--- src/rtl/prog_loader_pkg.sv ---
// Shared definitions for the boot-time program loader.
//   state_t     : loader FSM states
//   HDR_BYTES   : bytes in the image header (big-endian word count)
//   WORD_BYTES  : bytes per instruction word
//   word_addr() : byte address of a word index relative to a base
package prog_loader_pkg;

    typedef enum logic [2:0] {
        S_IDLE,
        S_HDR_HI,
        S_HDR_LO,
        S_DATA,
        S_WRITE,
        S_DONE,
        S_ERR
    } state_t;

    localparam int HDR_BYTES  = 2;
    localparam int WORD_BYTES = 4;
    localparam int HDR_BITS   = 8 * HDR_BYTES;
    localparam int WORD_BITS  = 8 * WORD_BYTES;

    // Address arithmetic is plain 32-bit and wraps modulo 2^32.
    function automatic logic [31:0] word_addr(input logic [31:0] base,
                                              input logic [31:0] index);
        return base + (index << 2);
    endfunction

endpackage

--- src/rtl/prog_loader_byte_packer.sv ---
// Byte-to-word assembler for the program loader.
//   CLK, rst  : clock, asynchronous active-low reset
//   clear     : zero the shift register and byte counter
//   shift     : accept data this cycle
//   data      : incoming stream byte (enters at [7:0], older bytes move up)
//   word      : assembled word, MSB = first byte of the group
//   word_full : this cycle's shift supplies the last byte of a word
module byte_packer
    import prog_loader_pkg::*;
(
    input  logic                 CLK,
    input  logic                 rst,
    input  logic                 clear,
    input  logic                 shift,
    input  logic [7:0]           data,
    output logic [WORD_BITS-1:0] word,
    output logic                 word_full
);

    localparam int CNT_W = $clog2(WORD_BYTES);

    logic [CNT_W-1:0] cnt;

    always_ff @(posedge CLK or negedge rst) begin
        if (!rst) begin
            word <= '0;
            cnt  <= '0;
        end else if (clear) begin
            word <= '0;
            cnt  <= '0;
        end else if (shift) begin
            word <= {word[WORD_BITS-9:0], data};
            // Wraps to zero on the last byte, so the next word starts clean
            // without an explicit clear from the FSM.
            cnt  <= cnt + 1'b1;
        end
    end

    // Combinational so the FSM can enter WRITE on the same edge that
    // captures the final byte; the register view would be a cycle late.
    assign word_full = shift && (cnt == CNT_W'(WORD_BYTES - 1));

endmodule

--- src/rtl/prog_loader.sv ---
// Boot-time program loader in front of the core's unified memory.
// Consumes a byte stream (16-bit big-endian word count, then that many
// big-endian 32-bit words), writes each word to MEM through the ld_* port
// and holds the core in reset until the whole image has landed. The system
// level selects ld_we/ld_addr/ld_wd onto MEM's write port while core_rst=1.
//   CLK, rst      : clock, asynchronous active-low reset
//   start         : one-cycle pulse, begins a load from IDLE/DONE/ERR
//   byte_valid    : byte_data holds a stream byte
//   byte_data     : stream byte
//   byte_ready    : loader takes a byte this cycle (registered)
//   ld_we         : MEM write strobe, one cycle per word
//   ld_addr       : MEM byte address, BASE + 4*index
//   ld_wd         : MEM write data
//   core_rst      : active-high reset to the core
//   busy          : load in progress
//   done          : image loaded, core released
//   err           : header count exceeded DEPTH
module prog_loader
    import prog_loader_pkg::*;
#(
    parameter int          DEPTH = 64,
    parameter logic [31:0] BASE  = 32'h0000_0000
) (
    input  logic        CLK,
    input  logic        rst,
    input  logic        start,
    input  logic        byte_valid,
    input  logic [7:0]  byte_data,
    output logic        byte_ready,
    output logic        ld_we,
    output logic [31:0] ld_addr,
    output logic [31:0] ld_wd,
    output logic        core_rst,
    output logic        busy,
    output logic        done,
    output logic        err
);

    localparam int                IDX_W = $clog2(DEPTH) + 1;
    localparam logic [HDR_BITS-1:0] MAX_N = HDR_BITS'(DEPTH);

    state_t                state;
    logic [IDX_W-1:0]      index;
    logic [HDR_BITS-1:0]   count;

    logic                  take;
    logic [HDR_BITS-1:0]   hdr_n;
    logic [IDX_W-1:0]      index_next;
    logic                  packer_clear;
    logic                  packer_shift;
    logic [WORD_BITS-1:0]  packed_word;
    logic                  word_full;

    assign take         = byte_valid && byte_ready;
    assign hdr_n        = {count[HDR_BITS-1:8], byte_data};
    assign index_next   = index + 1'b1;
    assign packer_clear = start && (state == S_IDLE || state == S_DONE || state == S_ERR);
    assign packer_shift = take && (state == S_DATA);

    byte_packer u_packer (
        .CLK       (CLK),
        .rst       (rst),
        .clear     (packer_clear),
        .shift     (packer_shift),
        .data      (byte_data),
        .word      (packed_word),
        .word_full (word_full)
    );

    // The shift register does not move during WRITE, so it is the write data.
    assign ld_wd = packed_word;

    always_ff @(posedge CLK or negedge rst) begin
        if (!rst) begin
            state      <= S_IDLE;
            index      <= '0;
            count      <= '0;
            byte_ready <= 1'b0;
            ld_we      <= 1'b0;
            ld_addr    <= BASE;
            core_rst   <= 1'b1;
            busy       <= 1'b0;
            done       <= 1'b0;
            err        <= 1'b0;
        end else begin
            // NOTE: every register here uses <= so all decisions see the
            // pre-edge values; outputs are set alongside the state they belong to.
            case (state)
                S_IDLE, S_DONE, S_ERR: begin
                    if (start) begin
                        state      <= S_HDR_HI;
                        index      <= '0;
                        count      <= '0;
                        byte_ready <= 1'b1;
                        busy       <= 1'b1;
                        core_rst   <= 1'b1;
                        done       <= 1'b0;
                        err        <= 1'b0;
                    end
                end
                S_HDR_HI: begin
                    if (take) begin
                        count[HDR_BITS-1:8] <= byte_data;
                        state               <= S_HDR_LO;
                    end
                end
                S_HDR_LO: begin
                    if (take) begin
                        count <= hdr_n;
                        if (hdr_n == '0) begin
                            state      <= S_DONE;
                            byte_ready <= 1'b0;
                            busy       <= 1'b0;
                            done       <= 1'b1;
                            core_rst   <= 1'b0;
                        end else if (hdr_n > MAX_N) begin
                            state      <= S_ERR;
                            byte_ready <= 1'b0;
                            busy       <= 1'b0;
                            err        <= 1'b1;
                        end else begin
                            state <= S_DATA;
                        end
                    end
                end
                S_DATA: begin
                    if (word_full) begin
                        state      <= S_WRITE;
                        byte_ready <= 1'b0;
                        ld_we      <= 1'b1;
                        ld_addr    <= word_addr(BASE, 32'(index));
                    end
                end
                S_WRITE: begin
                    ld_we <= 1'b0;
                    index <= index_next;
                    if (HDR_BITS'(index_next) == count) begin
                        state    <= S_DONE;
                        busy     <= 1'b0;
                        done     <= 1'b1;
                        core_rst <= 1'b0;
                    end else begin
                        state      <= S_DATA;
                        byte_ready <= 1'b1;
                    end
                end
                default: begin
                    state <= S_IDLE;
                end
            endcase
        end
    end

endmodule

--- config.mk ---
export PLATFORM = sky130hd
export DESIGN_NAME = prog_loader
export DESIGN_NICKNAME = d
export VERILOG_FILES = /design/src/rtl/prog_loader_pkg.sv /design/src/rtl/prog_loader_byte_packer.sv /design/src/rtl/prog_loader.sv
export SDC_FILE = /design/constraint.sdc
export NUM_CORES = 1
export LEC_CHECK = 0
export CAP_MARGIN = 20
export CORE_ASPECT_RATIO = 0.8
export CORE_MARGIN = 5
export CORE_UTILIZATION = 54
export CTS_CLUSTER_SIZE = 12
export DETAILED_ROUTE_END_ITERATION = 7
export MAX_ROUTING_LAYER = met4
export PLACE_DENSITY = 0.93
export SYNTH_ARGS = -nofsm -noshare
export SYNTH_HDL_FRONTEND = slang
export SYNTH_HIERARCHICAL = 1
export SYNTH_SLANG_ARGS = --single-unit
--- constraint.sdc ---
create_clock -name CLK -period 5.08 [get_ports CLK]
set_input_delay 1.016 -clock CLK [delete_from_list [all_inputs] [get_ports CLK]]
set_output_delay 1.016 -clock CLK [all_outputs]
set_load 0.01 [all_outputs]
==> Word-level counts from Yosys, hierarchy flattened <==
Index checks and enable logic that the tools add are counted.
{ "totals": {"reg_bits": 73, "in_bits": 12, "out_inout_bits": 70} }
{ "op_classes": {"add_sub_neg": 2, "magnitude_cmp": 1, "n_eq_ne": 18, "muxes": 42, "n_bitwise": 1, "reduce_logical": 26} }
{ "op_table": {"columns": ["operator", "count"], "rows": [
  ["$mux W32", 2],
  ["$pmux W8 S3", 1],
  ["$mux W3", 7],
  ["$mux W1", 17],
  ["$eq A7 B16 Y1", 1],
  ["$gt A16 B7 Y1 const B", 1],
  ["$logic_not A16 Y1", 1],
  ["$mux W16", 1],
  ["$mux W8", 2],
  ["$ne A2 B2 Y1 const B", 8],
  ["$pmux W8 S2", 1],
  ["$pmux W3 S5", 1],
  ["$reduce_and A5 Y1", 3],
  ["$pmux W7 S2", 1],
  ["$reduce_bool A2 Y1", 5],
  ["$eq A3 B3 Y1 const B", 3],
  ["$pmux W1 S3", 3],
  ["$reduce_and A4 Y1", 2],
  ["$add A7 B1 Y7 const B", 1],
  ["$mux W7", 1],
  ["$eq A3 B2 Y1 const B", 2],
  ["$reduce_and A2 Y1", 3],
  ["$reduce_and A6 Y1", 1],
  ["$logic_and A1 B1 Y1", 4],
  ["other kinds (15)", 18]
]} }

==> Depth between registers and ports, before layout <==
Gate-level depths: netlist of the first run.
{ "depth": {"depth_word": 5, "mapped_depth": 11, "depth_no_buf": 8} }

==> Hierarchy <==
Netlist of the first run, hierarchy kept.
{ "modules_own_cells": {"columns": ["module", "n_inst", "cells_per_inst", "area_each_um2", "seq_area_each_um2"], "rows": [
  ["prog_loader", 1, 250, 2238.4, 977.2],
  ["byte_packer", 1, 112, 1427.6, 850.8]
]} }

==> Worst setup path before layout of the first run <==
OpenSTA, ideal clock, no wires.
{ "synth_timing": {"kind": "input to register", "from": "input byte_data[0]", "to": "register done", "setup_time_ns": 0.066, "arrival_time_ns": 2.623, "required_ns": 5.014, "setup_slack_ns": 2.391, "stages": 5, "n_path_buf": 0, "cell_sequence": "or4_1 -> or4_1 -> or3_1 -> o31ai_2 -> a32o_2"} }
{ "synth_via": {"elab_chain_cells": 3} }
{ "synth_rtl": {"columns": ["element", "line_no", "source"], "rows": [
  ["start, declared", "prog_loader.sv:28", "input logic [7:0] byte_data,"],
  ["$logic_not A16 Y1", "prog_loader.sv:110", "if (hdr_n == '0) begin"],
  ["$ne A2 B2 Y1 (no source line)", null, null],
  ["$reduce_and A5 Y1 (no source line)", null, null],
  ["end signal, assigned", "prog_loader.sv:97", "done <= 1'b0;"],
  ["end signal, assigned", "prog_loader.sv:114", "done <= 1'b1;"],
  ["end signal, assigned", "prog_loader.sv:140", "done <= 1'b1;"],
  ["end, declared", "prog_loader.sv:35", "output logic done,"]
]} }
Every way passes these cells.
A chain may end at the register's enable or synchronous reset.

==> Worst setup path in the final report of the first run <==
{ "layout_timing": {"from": "input byte_valid", "to": "register byte_ready"} }
{ "layout_via": {"elab_chain_cells": 5} }
{ "layout_rtl": {"columns": ["element", "line_no", "source"], "rows": [
  ["start, declared", "prog_loader.sv:27", "input logic byte_valid,"],
  ["$logic_and A1 B1 Y1", "prog_loader.sv:54", "assign take = byte_valid && byte_ready;"],
  ["$logic_and A1 B1 Y1", "prog_loader.sv:58", "assign packer_shift = take && (state == S_DATA);"],
  ["via packer_shift", "prog_loader.sv:50", "logic packer_shift;"],
  ["$logic_and A1 B1 Y1", "prog_loader_byte_packer.sv:41", "assign word_full = shift && (cnt == CNT_W'(WORD_BYTES - 1));"],
  ["via word_full", "prog_loader.sv:52", "logic word_full;"],
  ["$ne A2 B1 Y1 (no source line)", null, null],
  ["$reduce_and A6 Y1 (no source line)", null, null],
  ["end signal, assigned", "prog_loader.sv:78", "byte_ready <= 1'b0;"],
  ["end signal, assigned", "prog_loader.sv:94", "byte_ready <= 1'b1;"],
  ["end signal, assigned", "prog_loader.sv:112", "byte_ready <= 1'b0;"],
  ["end, declared", "prog_loader.sv:29", "output logic byte_ready,"]
]} }
The timed path passes the listed nets, and every way through them passes these cells.

==> results by stage, run 1 <==
Outcome:
- The flow ran to the end, and the final reports show no timing, DRC or antenna violations.

Synthesis:
- The number of cells produced by synthesis is 362.
- After synthesis, the share of cell area in mux cells is 0.112.
- The adder and majority cell fraction of the synthesized area is 0.00683.
- The cell area after synthesis is 0.00367 mm².
- The dominant combinational cell family by area after synthesis is simple AND/OR/NAND/NOR gates.
- The share of the synthesized netlist area taken by xor and xnor gates is 0.0287.
- The share of synthesized area in the top cell type comes to 0.491.
- The biggest area contributor in the post-synthesis netlist is sky130_fd_sc_hd__dfrtp_1.
- Sorting the synthesized cells by area gives the leading types as sky130_fd_sc_hd__dfrtp_1 49%, sky130_fd_sc_hd__mux2i_1 9.0%, sky130_fd_sc_hd__buf_4 5.1%.
- The area share of and/or/nand/nor cells after synthesis is 0.168.
- The post-synthesis sequential element count is 73.
- In the synthesized netlist the async set-or-reset flop fraction comes to 1.00.
- The synthesized design contains 0 enable-type register cells.
- The average footprint of a synthesized cell is 10.1 µm².
- The post-synthesis sequential area ratio is 0.499.
- The area fraction in compound gates after synthesis is 0.0939.
- The number of unique standard cell types used by synthesis is 50.
- For this run, the leading register cell type out of synthesis is sky130_fd_sc_hd__dfrtp_1.
- The Yosys step of the flow raised 6 warnings.

STA:
- Clock skew on the completed layout was measured at 0.0112 ns.
- The tightest slew margin relative to the limit is 0.177.
- For the final routed database, the setup TNS stands at 0 ns.
- The max-slew violation count was 0.
- Setup repair after global routing left no endpoint under its margin.
- The count of final hold-check violations is 0.
- Dividing the final minimum period by the clock period gives 0.635.
- At the pin with the least slew margin, the transition time is 1.23 ns.
- The clock period could shrink to 3.22 ns.
- The number of setup violations in the final report is 0.
- The fmax is 0.310 GHz.
- Across all setup checks in the final design, the least slack found is 1.86 ns.

Finish:
- The final core area utilization is 0.668.
- The relative area change from synthesis to final layout is 18.5%.
- 0 antenna diodes ended up in the layout.
- In the final layout, the share of cells above drive strength 1 is 0.0865.
- The final non-filler cell total is 500.
- The net count reported at finish is 426.

Power:
- The design draws 2.12 mW.
- VDD sags by at most 279 µV.
- The switching portion of total power is 0.386.
- The internal power of the cells totals 1.30 mW.
- The switching power is 0.817 mW.
- The share of power burned in the clock network is 0.213.
- The combinational group share of total power is 0.377.
- The sequential fraction of design power is 0.409.
- For this design the static power due to leakage is 1.97 nW.
- The total power density per cell area is 487 mW/mm².

Die:
- The die width is 102 µm.
- The area of the placeable core is 0.00651 mm².
- The floorplan step defined a die boundary enclosing 0.00855 mm².
- The floorplan has 26 rows.
- In this run the count of I/O pins placed on the die edge is 82.
- The starting density of the core is 0.563.
- In this run the vertical extent of the chip is 83.7 µm.

Placed design:
- The last weighted congestion value of the routability-driven placer is 0.858.
- The number of placed instances, taps included, is 483.
- Input and output buffers added on the ports amount to 56.
- The worst slack at placement is 1.52 ns.
- Detailed placement ended at an HPWL of 5.91 mm.

Setup path:
- The type of element launching the critical path is an input port.
- The required time of the worst setup path is 5.32 ns.
- The signal on the critical path passes through clkdlybuf4s50_1, nand2_1, nor3_2, buf_4, and2_1, nand2_1, o211ai_1, o21a_1, nand3_1, a222oi_1.
- Of all nets on the critical path, the largest fanout is 35.
- The signal arrival time at the worst endpoint is 3.46 ns.
- STA classifies the critical path endpoint as a flip-flop.
- For this run, the slowest stage of the critical path takes 0.53 ns.
- The critical path contains buffers and inverters numbering 2 combined.
- On the critical path, the stage with the largest delay is an instance of sky130_fd_sc_hd__clkdlybuf4s50_1.
- The worst setup path is of the input port to flip-flop kind.
- In this design, the critical path's most frequently occurring cell is sky130_fd_sc_hd__nand2_1.
- In this design, the largest share of critical-path delay is due to buffers and inverters.

Global routing:
- The first-pass GRT wire length is 14.4 mm.
- The number of antenna violations at the first check in global routing is 0.
- Across every metal layer, demand over resource in global routing totals 0.219.
- Entering global routing, the biggest net connects 43 pins.
- The remaining global-route overflow is 0.
- The via count of the first global-routing pass was 2920.

Worst hold path:
- The kind of path behind the tightest hold check is flip-flop to flip-flop.

Detailed routing:
- The routed length per instance is 18.1 µm.
- In this run the remaining antenna-violating nets after routing total 0.
- Using the TritonRoute via totals, the vias-per-cell ratio works out to 5.86.
- The first detailed-routing pass ran for 5 iterations.
- The residual DRC count is 0.
- The post-detailed-routing wire length is 9.07 mm.
- The count of vias placed by the detailed router is 2929.
- The number of DRC violations after detailed-routing iteration 0 is 414.

Clocking:
- The total of cells resized after clock tree synthesis is 0.
- The cts-stage hold buffer count is 0.
- The number of buffers created by CTS is 9.
- Clock latency on the worst-skew pair, taken at its later pin, is 0.35 ns.
- The number of buffers on the longest clock path is 2.
- TritonCTS built the clock tree.
- The clock transition at the registers of the reported paths is 0.08 ns.
- The H-tree was split into 3 levels.
- Once the clock tree was built, the setup fixing pass inserted 0 buffers.
- In this run the clock root is driven by a sky130_fd_sc_hd__clkbuf_8.
- The total number of clock tree sinks is 73.

Flow run:
- Max-cap violations in this run came to 0.
[cell usage after synthesis, drive strengths merged (2+ instances only)]
library cell,count
or3,2
nor2,42
inv,4
buf,31
o21ai,19
mux2,7
nand4,2
nor3,10
xnor2,7
nand2,46
and3,3
a21oi,7
o31ai,3
a31oi,2
ha,2
nand3,15
o211ai,3
a221oi,3
xor2,5
or4,6
a32o,3
dfrtp,72
mux2i,33
o41ai,2
clkbuf,14
and2,3
[power by group through the flow]
stage / logic [mW] / registers, mW / clock network, mW
6_report: 0.799 / 0.867 / 0.452
5_1_grt: 0.861 / 0.886 / 0.486
4_1_cts: 0.762 / 0.861 / 0.457
3_5_place_dp: 0.746 / 0.869 / 0
3_3_place_gp: 0.708 / 0.860 / 0
2_1_floorplan: 0.522 / 0.840 / 0
[metrics by stage]
stage / cell area [µm²] / hold WS [ns]
after floorplan: 3760 / 0.451
after global placement: 4120 / 0.463
after detailed placement: 4120 / 0.472
after CTS: 4310 / 0.490
after global routing: 4340 / 0.511
final: 4340 / 0.489
[path summary, 6_finish.rpt]
check	slack, ns	depth (start not counted)	endpoint	start
worst min-delay path	0.49	2	ld_we$_DFFE_PN0P_	ld_we$_DFFE_PN0P_
worst max register to register	2.27	9	byte_ready$_DFFE_PN0P_	state[0]$_DFFE_PN0P_
max in group asynchronous	3.30	2	count[9]$_DFFE_PN0P_	rst
worst max-delay path	1.86	10	byte_ready$_DFFE_PN0P_	byte_valid
min in group asynchronous	0.80	1	u_packer/word[16]$_DFFE_PN0P_	rst
worst min register to register	0.49	2	ld_we$_DFFE_PN0P_	ld_we$_DFFE_PN0P_
[logic make-up (layout without fill, tap and decap cells)]
| logic type | count (synthesis) | in the layout |
|---|---|---|
| compound gates | 51 | 51 |
| xor+xnor | 12 | 12 |
| fa+ha+maj | 2 | 2 |
| buf+inv | 49 | 79 |
| flops | 73 | 73 |
| mux | 40 | 40 |
| other cells | 1 | 25 |
| simple gates | 134 | 134 |
[metal layers]
layer / vias to the layer above / wire (µm) / global-route usage
met2: 176 / 4560 / 0.347
met1: 1421 / 3530 / 0.267
li1: 1303 / - / -
met4: 0 / 259 / 0.0989
met5: - / 0 / -
met3: 29 / 723 / 0.0501
[registers in the layout (all words and copies together) (netlist names)]
| signal | cells |
|---|---|
| u_packer/word | 32 |
| count | 16 |
| u_packer/cnt | 2 |
| core_rst | 1 |
| ld_addr | 7 |
| state | 3 |
| byte_ready | 1 |
| done | 1 |
| busy | 1 |
| index | 7 |
| ld_we | 1 |
| err | 1 |
[cell type report]
type / instances / area (µm²)
Clock buffer: 10 / 138
Clock inverter: 5 / 56.3
Fill cell: 447 / 2160
Inverter: 4 / 15.0
Multi-Input combinational cell: 264 / 1600
Sequential cell: 73 / 1830
Tap cell: 84 / 105
Timing Repair Buffer: 60 / 606
[cells in the final DEF, fill, tap and decap left out, drive strengths merged, types with 3 or more instances in the layout]
cell type and count:
dfrtp 72, clkdlybuf4s50 55, nand2 46, nor2 42
mux2i 33, conb 25, o21ai 19, nand3 15
clkbuf 11, nor3 10, a21oi 7, xnor2 7
mux2 7, or4 6, xor2 5, inv 4
buf 4, o211ai 3, a221oi 3, and2 3
and3 3, o31ai 3, a32o 3, clkinv 3
[worst reg2reg max path: stages, from the launching register on]
cell and delay (ns):
sky130_fd_sc_hd__dfrtp_1 0.62, sky130_fd_sc_hd__inv_1 0.26, sky130_fd_sc_hd__nor3_2 0.22, sky130_fd_sc_hd__buf_4 0.49, sky130_fd_sc_hd__and2_1 0.25, sky130_fd_sc_hd__nand2_1 0.07, sky130_fd_sc_hd__o211ai_1 0.12, sky130_fd_sc_hd__o21a_1 0.22
sky130_fd_sc_hd__nand3_1 0.09, sky130_fd_sc_hd__a222oi_1 0.36
(Power assumes the default switching activity.)
==> run 2, diff against run 1 <==
CORE_UTILIZATION = 51   (was 54)
PLACE_DENSITY = 0.89   (was 0.93)
clock period = 3.1 ns   (was 5.08 ns; I/O delays follow)
==> run 2 against run 1 <==
  * Sequential cell count unchanged
  * Non-clock buffer count increased by 1
  * Cell count increased by 0.60%
  * Sequential power increased by 64%
  * Hold slack got worse by 0.14 ns
  * Power increased by 59%
  * First-iteration DRC count decreased by 45%
  * Worst setup slack got worse by 1.4 ns
  * Critical path type unchanged
  * Largest power group unchanged
==> results by stage, run 2 (synthesized netlist as in run 1, its figures left out) <==
Detailed routing:
- Using the TritonRoute via totals, the vias-per-cell ratio works out to 5.62.
- The residual DRC count is 0.
- Across all layers, the routed design uses 2829 vias.
- Dividing the detail-routed wire length by the instance count gives 16.4 µm.
- The detailed router finished its first iteration with 226 violations.
- The pre-antenna-repair detailed-routing pass consisted of 5 iterations.
- The remaining antenna violation count after routing is 0.
- After detailed routing, the total wire length is 8.27 mm.

Finish:
- The area taken by flip-flops and latches is 0.00183 mm².
- The relative area change from synthesis to final layout is 18.3%.
- Leaving out fill and tap cells, the most frequent cells in the layout are 72 x sky130_fd_sc_hd__dfrtp_1, 55 x sky130_fd_sc_hd__clkdlybuf4s50_1, 46 x sky130_fd_sc_hd__nand2_1.
- The net count reported at finish is 427.
- The post-layout instance area is 0.00434 mm².
- Counting flops per register, the top entry is u_packer/word.
- Once layout is complete, the utilization of the core stands at 0.626.
- The largest registers in the layout are u_packer/word: 32 flops, count: 16 flops.
- Of the cells placed in the final design, the portion with a size suffix greater than 1 is 0.0865.
- Leaving out fill and tap cells, the most frequent cell in the layout is sky130_fd_sc_hd__dfrtp_1.
- Leaving out filler cells and counting taps, the final layout contains 503.
- The register with the most flip-flops in the layout has 32 of them.
- Fill cells in the final layout number 534.
- The multi-input gate area in the final layout is 0.00160 mm².
- The number of diodes is 0.

Power:
- The sequential fraction of design power is 0.421.
- VDD sags by at most 424 µV.
- Summing internal, switching and leakage power gives 3.38 mW.
- The internal portion of the total power is 2.09 mW.
- For this design the ratio of total power to cell area is 778 mW/mm².
- The combinational group share of total power is 0.371.
- The switching portion of total power is 0.380.
- The leakage component of the power is 1.96 nW.
- Summed over all nets, the switching power comes to 1.28 mW.
- The share of power burned in the clock network is 0.208.

STA:
- The count of final hold-check violations is 0.
- The aggregate negative setup slack is 0 ns.
- The clock period minus worst slack is 2.62 ns.
- The max-slew violation count is 0.
- Of the available clock period, the critical path in the final layout requires 0.845.
- Derived from the worst setup path, the maximum achievable clock frequency is 0.382 GHz.
- Final hold analysis gives a worst-case slack of 0.350 ns.
- The final clock skew is 0.00834 ns.
- After layout, the worst setup slack is 0.480 ns.
- For the pin with the worst max-slew slack, the measured transition is 1.23 ns.
- The worst pin sits at a relative slew slack of 0.181.
- The number of setup violations in the final report is 0.
- Setup repair after global routing left no endpoint under its margin.

Clocking:
- The number of buffers created by CTS is 9.
- The H-tree depth reported by CTS is 3.
- The clock drives 73 sinks.
- TritonCTS built the clock tree.
- The source-to-sink clock delay at the later pin of the worst-skew pair is 0.34 ns.
- No sink is reached through more buffers than the 2 on the longest clock path.
- The cell at the root of the clock tree is sky130_fd_sc_hd__clkbuf_8.
- Clock-pin slew was measured on the worst setup and hold paths at 0.08 ns.
- Once the clock tree was built, the resizer swapped 0 gates to a different size.
- The buffer count from post-CTS setup fixing is 0.
- For this design, the CTS-stage hold fixing added 0 buffers.

Global routing:
- The via count of the first global-routing pass is 2768.
- The number of antenna violations at the first check in global routing is 0.
- The first-pass GRT wire length is 14.0 mm.
- The aggregate global-route resource usage is 0.195.
- Entering global routing, the biggest net connects 41 pins.
- The remaining global-route overflow is 0.

Placed design:
- The cell count after placement is 489.
- The worst slack at placement is 0.183 ns.
- The count of buffers added on input and output ports is 56.
- The congestion estimate from routability-driven global placement came to 0.915.
- In this run the cell area measured after placement is 0.00415 mm².
- Once detailed placement completed, the half-perimeter wirelength came to 5.91 mm.

Setup path:
- The critical-path cell with the highest stage delay is sky130_fd_sc_hd__or4_1.
- The worst setup path is launched from an input port.
- In this run the worst path has a maximum fanout of 4.
- In this design, the largest share of critical-path delay is due to compound AO/OA/AOI/OAI gates.
- Traced cell by cell, the critical path runs through clkdlybuf4s50_1, or4_1, o31ai_1, nand4_1, a32o_1, a222oi_1.
- By startpoint and endpoint, the worst setup path is classified as input port to flip-flop.
- The signal arrival time at the worst endpoint is 2.85 ns.
- The largest stage delay on the critical path is 0.62 ns.
- The element type at the critical path end is a flip-flop.
- The required time of the worst setup path is 3.33 ns.
- Counting both buffers and inverters, the worst setup path holds a total of 1.

Flow run:
- Across the run, the number of max-cap violations was 0.

Die:
- From bottom edge to top edge, the die measures 85.8 µm.
- The floorplan step defined a die boundary enclosing 0.00899 mm².
- The I/O pin count is 82.
- The floorplan row count is 27.
- The die width is 105 µm.
- For this configuration, the core starts out at a cell density of 0.529.
- The core region is 0.00693 mm².

Outcome:
- The run finished with clean final reports.

Worst hold path:
- The kind of path behind the tightest hold check is input port to asynchronous set/reset pin.
==> run 2: cell types whose count changed in the layout (fill, tap and decap cells not counted), sizes merged <==
cell | before | now
buf | 4 | 6
clkbuf | 11 | 9
clkinv | 3 | 2
clkinvlp | 1 | 2
==> run 2: layout make-up <==
type | instances | area share
timing repair buffer | 61 | 0.140
multi-input combinational | 264 | 0.368
clock buffer | 9 | 0.0286
tap | 87 | 0.0251
clock inverter | 5 | 0.0136
inverter | 4 | 0.00346
sequential | 73 | 0.422
==> run 2: power by group through the flow <==
| stage | combinational [mW] | sequential (mW) | clock (mW) |
|---|---|---|---|
| finish | 1.25 | 1.42 | 0.704 |
| global route | 1.38 | 1.45 | 0.769 |
| CTS | 1.25 | 1.42 | 0.717 |
| detailed placement | 1.23 | 1.43 | 0 |
| global placement | 1.20 | 1.42 | 0 |
| floorplan | 0.855 | 1.38 | 0 |
==> run 2: worst paths after layout <==
path                       cells after the start                 start  slack, ns                            end
setup / recovery                               6          byte_data[0]       0.48         byte_ready$_DFFE_PN0P_
hold / removal                                 1                   rst       0.35  u_packer/word[10]$_DFFE_PN0P_
setup reg to reg                               5  state[0]$_DFFE_PN0P_       0.59          count[11]$_DFFE_PN0P_
hold reg to reg                                2     ld_we$_DFFE_PN0P_       0.48              ld_we$_DFFE_PN0P_
max in group asynchronous                      2                   rst       2.02           core_rst$_DFFE_PN1P_
min in group CLK                               2     ld_we$_DFFE_PN0P_       0.48              ld_we$_DFFE_PN0P_
==> run 2: worst register-to-register path: cells and delay by family (launching register included) <==
family	cells	cell delay (ns)
simple gates	2	0.77
compound gates	2	0.69
flops	1	0.62
buf+inv	1	0.25
==> run 2: per-layer routing <==
layer,track usage,share of wire
met1,0.253,0.42
met2,0.309,0.49
met3,0.0263,0.065
met4,0.0825,0.021
met5,-,0
==> run 3, diff against run 2 <==
CORE_UTILIZATION = 46   (was 51)
PLACE_DENSITY = 0.85   (was 0.89)
clock period = 2.38 ns   (was 3.1 ns; I/O delays follow)
==> run 3 against run 2 <==
  * Sequential power up 27%
  * Hold slack worse by 0.23 ns
  * Global-route usage shrank 1.3 points
  * Final area rose by 4.7%
  * Combinational power rose by 42%
  * Clock power grew 37%
  * Critical path depth is the same
  * Die area rose by 9.7%
  * Sequential cell count unchanged
  * Via count is 0.18% lower
  * First-iteration DRC count is 29% lower
  * Cell count is 8.0% higher
  * Critical path type unchanged
==> results by stage, run 3 (synthesized netlist as in run 1, its figures left out) <==
Outcome:
- The flow ran to the end, and the final reports show no timing, DRC or antenna violations.

STA:
- The tightest slew margin relative to the limit is 0.620.
- The count of final hold-check violations is 0.
- The max-slew violation count is 0.
- The final clock period utilization by the worst path is 0.976.
- Across the routed clock network, the largest skew measured is 0.00861 ns.
- The fmax is 0.431 GHz.
- The smallest clock period supported by the final layout is computed as 2.32 ns.
- For the pin with the worst max-slew slack, the measured transition is 0.570 ns.
- The aggregate negative setup slack is 0 ns.
- Setup violations remaining at the end of the flow were counted as 0.
- Setup repair after global routing could not meet its margin everywhere.

Power:
- The switching power is 1.71 mW.
- The share of total power dissipated in combinational logic is 0.391.
- For this design the ratio of total power to cell area is 1000 mW/mm².
- The internal power of the cells totals 2.84 mW.
- The share of total power dissipated in the clock network is 0.212.
- Overall power consumption after layout is estimated at 4.56 mW.
- The worst-case IR drop observed on VDD is 550 µV.
- Of the total power, registers draw 0.397.
- The analysis attributes to cell leakage a power of 2.07 nW.
- Of the total power, the share spent switching nets is 0.376.

Setup path:
- The total buffers and inverters traversed by the critical path is 1.
- Walking the worst path, the cells encountered are clkdlybuf4s50_1, or4_4, or4_4, or3_1, o31ai_2, a32o_2.
- The largest fanout on the critical path is 3.
- The critical path is of the input port to flip-flop type.
- The gate family responsible for the most delay along the worst path is simple AND/OR/NAND/NOR gates.
- The worst register-to-register path has a depth of 5.
- For the worst setup path, the data required time is 2.66 ns.
- The startpoint of the most critical register-to-register path is count[12]$_DFFE_PN0P_.
- The critical-path cell with the highest stage delay is sky130_fd_sc_hd__or4_4.
- The endpoint identified for the worst register-to-register timing path is done$_DFFE_PN0P_.
- STA puts the critical path data arrival time at 2.60 ns.
- The element type at the critical path end is a flip-flop.
- The type of element launching the critical path is an input port.
- For this run, the slowest stage of the critical path takes 0.58 ns.
- The worst reg-to-reg setup slack is 0.21 ns.
- Counting stages on the worst path, the most repeated cell is sky130_fd_sc_hd__or4_4.

Finish:
- The largest registers in the layout are u_packer/word: 32 flops, count: 16 flops.
- Leaving out filler cells and counting taps, the final layout contains 543.
- The relative area change from synthesis to final layout is 23.9%.
- Of the cells placed in the final design, the portion with a size suffix greater than 1 is 0.136.
- The number of antenna diodes in the final layout is 0.
- The library cell used most frequently in the layout, excluding fill and tap cells, is sky130_fd_sc_hd__dfrtp_1.
- The library cells used most frequently in the layout, excluding fill and tap cells, are 72 x sky130_fd_sc_hd__dfrtp_1, 55 x sky130_fd_sc_hd__clkdlybuf4s50_1, 46 x sky130_fd_sc_hd__nand2_1.
- The net count reported at finish is 444.
- The final core area utilization is 0.579.
- The finished cells cover 0.00454 mm².
- The register with the highest flop count is u_packer/word.
- The register with the most flip-flops in the layout has 32 of them.

Detailed routing:
- The residual DRC count is 0.
- Dividing the detail-routed via count by the number of cells gives 5.20.
- The number of DRC violations after detailed-routing iteration 0 is 161.
- In this run the remaining antenna-violating nets after routing total 0.
- The post-detailed-routing wire length is 8.20 mm.
- The number of iterations in the first detailed-routing pass is 5.
- The routed length per instance is 15.1 µm.
- For this block, the via count after detailed routing is 2824.

Die:
- The floorplan step defined a die boundary enclosing 0.00987 mm².
- The starting density of the core is 0.468.
- The area of the placeable core is 0.00784 mm².
- The die width is 110 µm.
- The floorplan has 29 rows.
- In this run the vertical extent of the chip is 89.8 µm.
- 82 I/O pins were placed.

Global routing:
- After global routing the overflow that remains totals 0.
- The maximum number of pins on one net before global-route repair is 36.
- The first-pass GRT wire length is 13.8 mm.
- The aggregate global-route resource usage is 0.181.
- The via count of the first global-routing pass is 2807.
- The number of antenna violations at the first check in global routing was 0.

Clocking:
- The total number of clock tree sinks is 73.
- After clock tree synthesis, the flow added hold-fix buffers numbering 0.
- The number of buffers on the longest clock path is 2.
- TritonCTS built the clock tree.
- After clock tree synthesis, the clock-pin slew on the worst setup and hold paths is 0.08 ns.
- The number of setup buffers added after CTS is 0.
- The source-to-sink clock delay at the later pin of the worst-skew pair is 0.34 ns.
- Once the clock tree was built, the resizer swapped 0 gates to a different size.
- CTS built an H-tree with a depth of 3.
- Counting the buffers created by CTS gives 9.
- CTS placed an instance of sky130_fd_sc_hd__clkbuf_8 at the clock tree root.

Placed design:
- Input and output buffers added on the ports amount to 56.
- The cell count after placement is 527.
- The sum of net half-perimeters after detailed placement is 6.06 mm.
- The placement-stage cell area is 0.00432 mm².
- The last weighted congestion value of the routability-driven placer is 0.857.

Worst hold path:
- The kind of path behind the tightest hold check is input port to asynchronous set/reset pin.

Flow run:
- Across the run, the number of max-cap violations was 0.
==> run 3: cell count changes in the layout (fill, tap and decap cells not counted), sizes merged <==
cell / before / now
inv: 4 / 6
buf: 6 / 23
clkinvlp: 2 / 1
clkinv: 2 / 3
==> run 3: per-layer routing <==
metal,part of all wire,up-vias,global-route usage,wire [µm]
met5,0,-,-,0
li1,-,1347,-,-
met1,0.45,1381,0.246,3670
met4,0.012,0,0.0540,102
met3,0.058,8,0.0437,479
met2,0.48,88,0.270,3940
==> run 3: worst register-to-register path: cells and delay by family (launching register included) <==
kind,cells,cell delay (ns)
flip-flops,1,0.39
AO/OA/AOI/OAI,2,0.28
AND/OR/NAND/NOR,3,1.44
==> run 3: power by group through the flow <==
stage	logic (mW)	registers, mW	clock network (mW)
2_1_floorplan	1.11	1.79	0
3_3_place_gp	1.70	1.81	0
3_5_place_dp	1.75	1.83	0
4_1_cts	1.76	1.81	0.994
5_1_grt	1.98	1.86	1.06
6_report	1.78	1.81	0.967
==> run 3: final cells by class <==
class                      instances  area [µm²]
fill                             660        3300
sequential                        73        1830
multi-input combinational        264        1620
timing repair buffer              78         746
tap                              108         135
clock buffer                       9         124
clock inverter                     7        77.6
inverter                           4        15.0
==> run 3: worst max path at each step <==
stage                              to            startpoint  depth (start not counted)
2_1_floorplan  byte_ready$_DFFE_PN0P_  state[2]$_DFFE_PN0P_                         11
3_3_place_gp         done$_DFFE_PN0P_          byte_data[0]                          6
3_5_place_dp         done$_DFFE_PN0P_          byte_data[0]                          6
4_1_cts              done$_DFFE_PN0P_          byte_data[0]                          6
5_1_grt        byte_ready$_DFFE_PN0P_          byte_data[0]                          6
6_report             done$_DFFE_PN0P_          byte_data[0]                          6
==> run 3: through the flow <==
stage	hold WS [ns]	setup slack (ns)
after global placement	0.463	-0.325
after floorplan	0.180	0.193
after global routing	0.138	-0.00982
after detailed placement	0.482	-0.355
after CTS	0.121	0.00755
final	0.119	0.0572
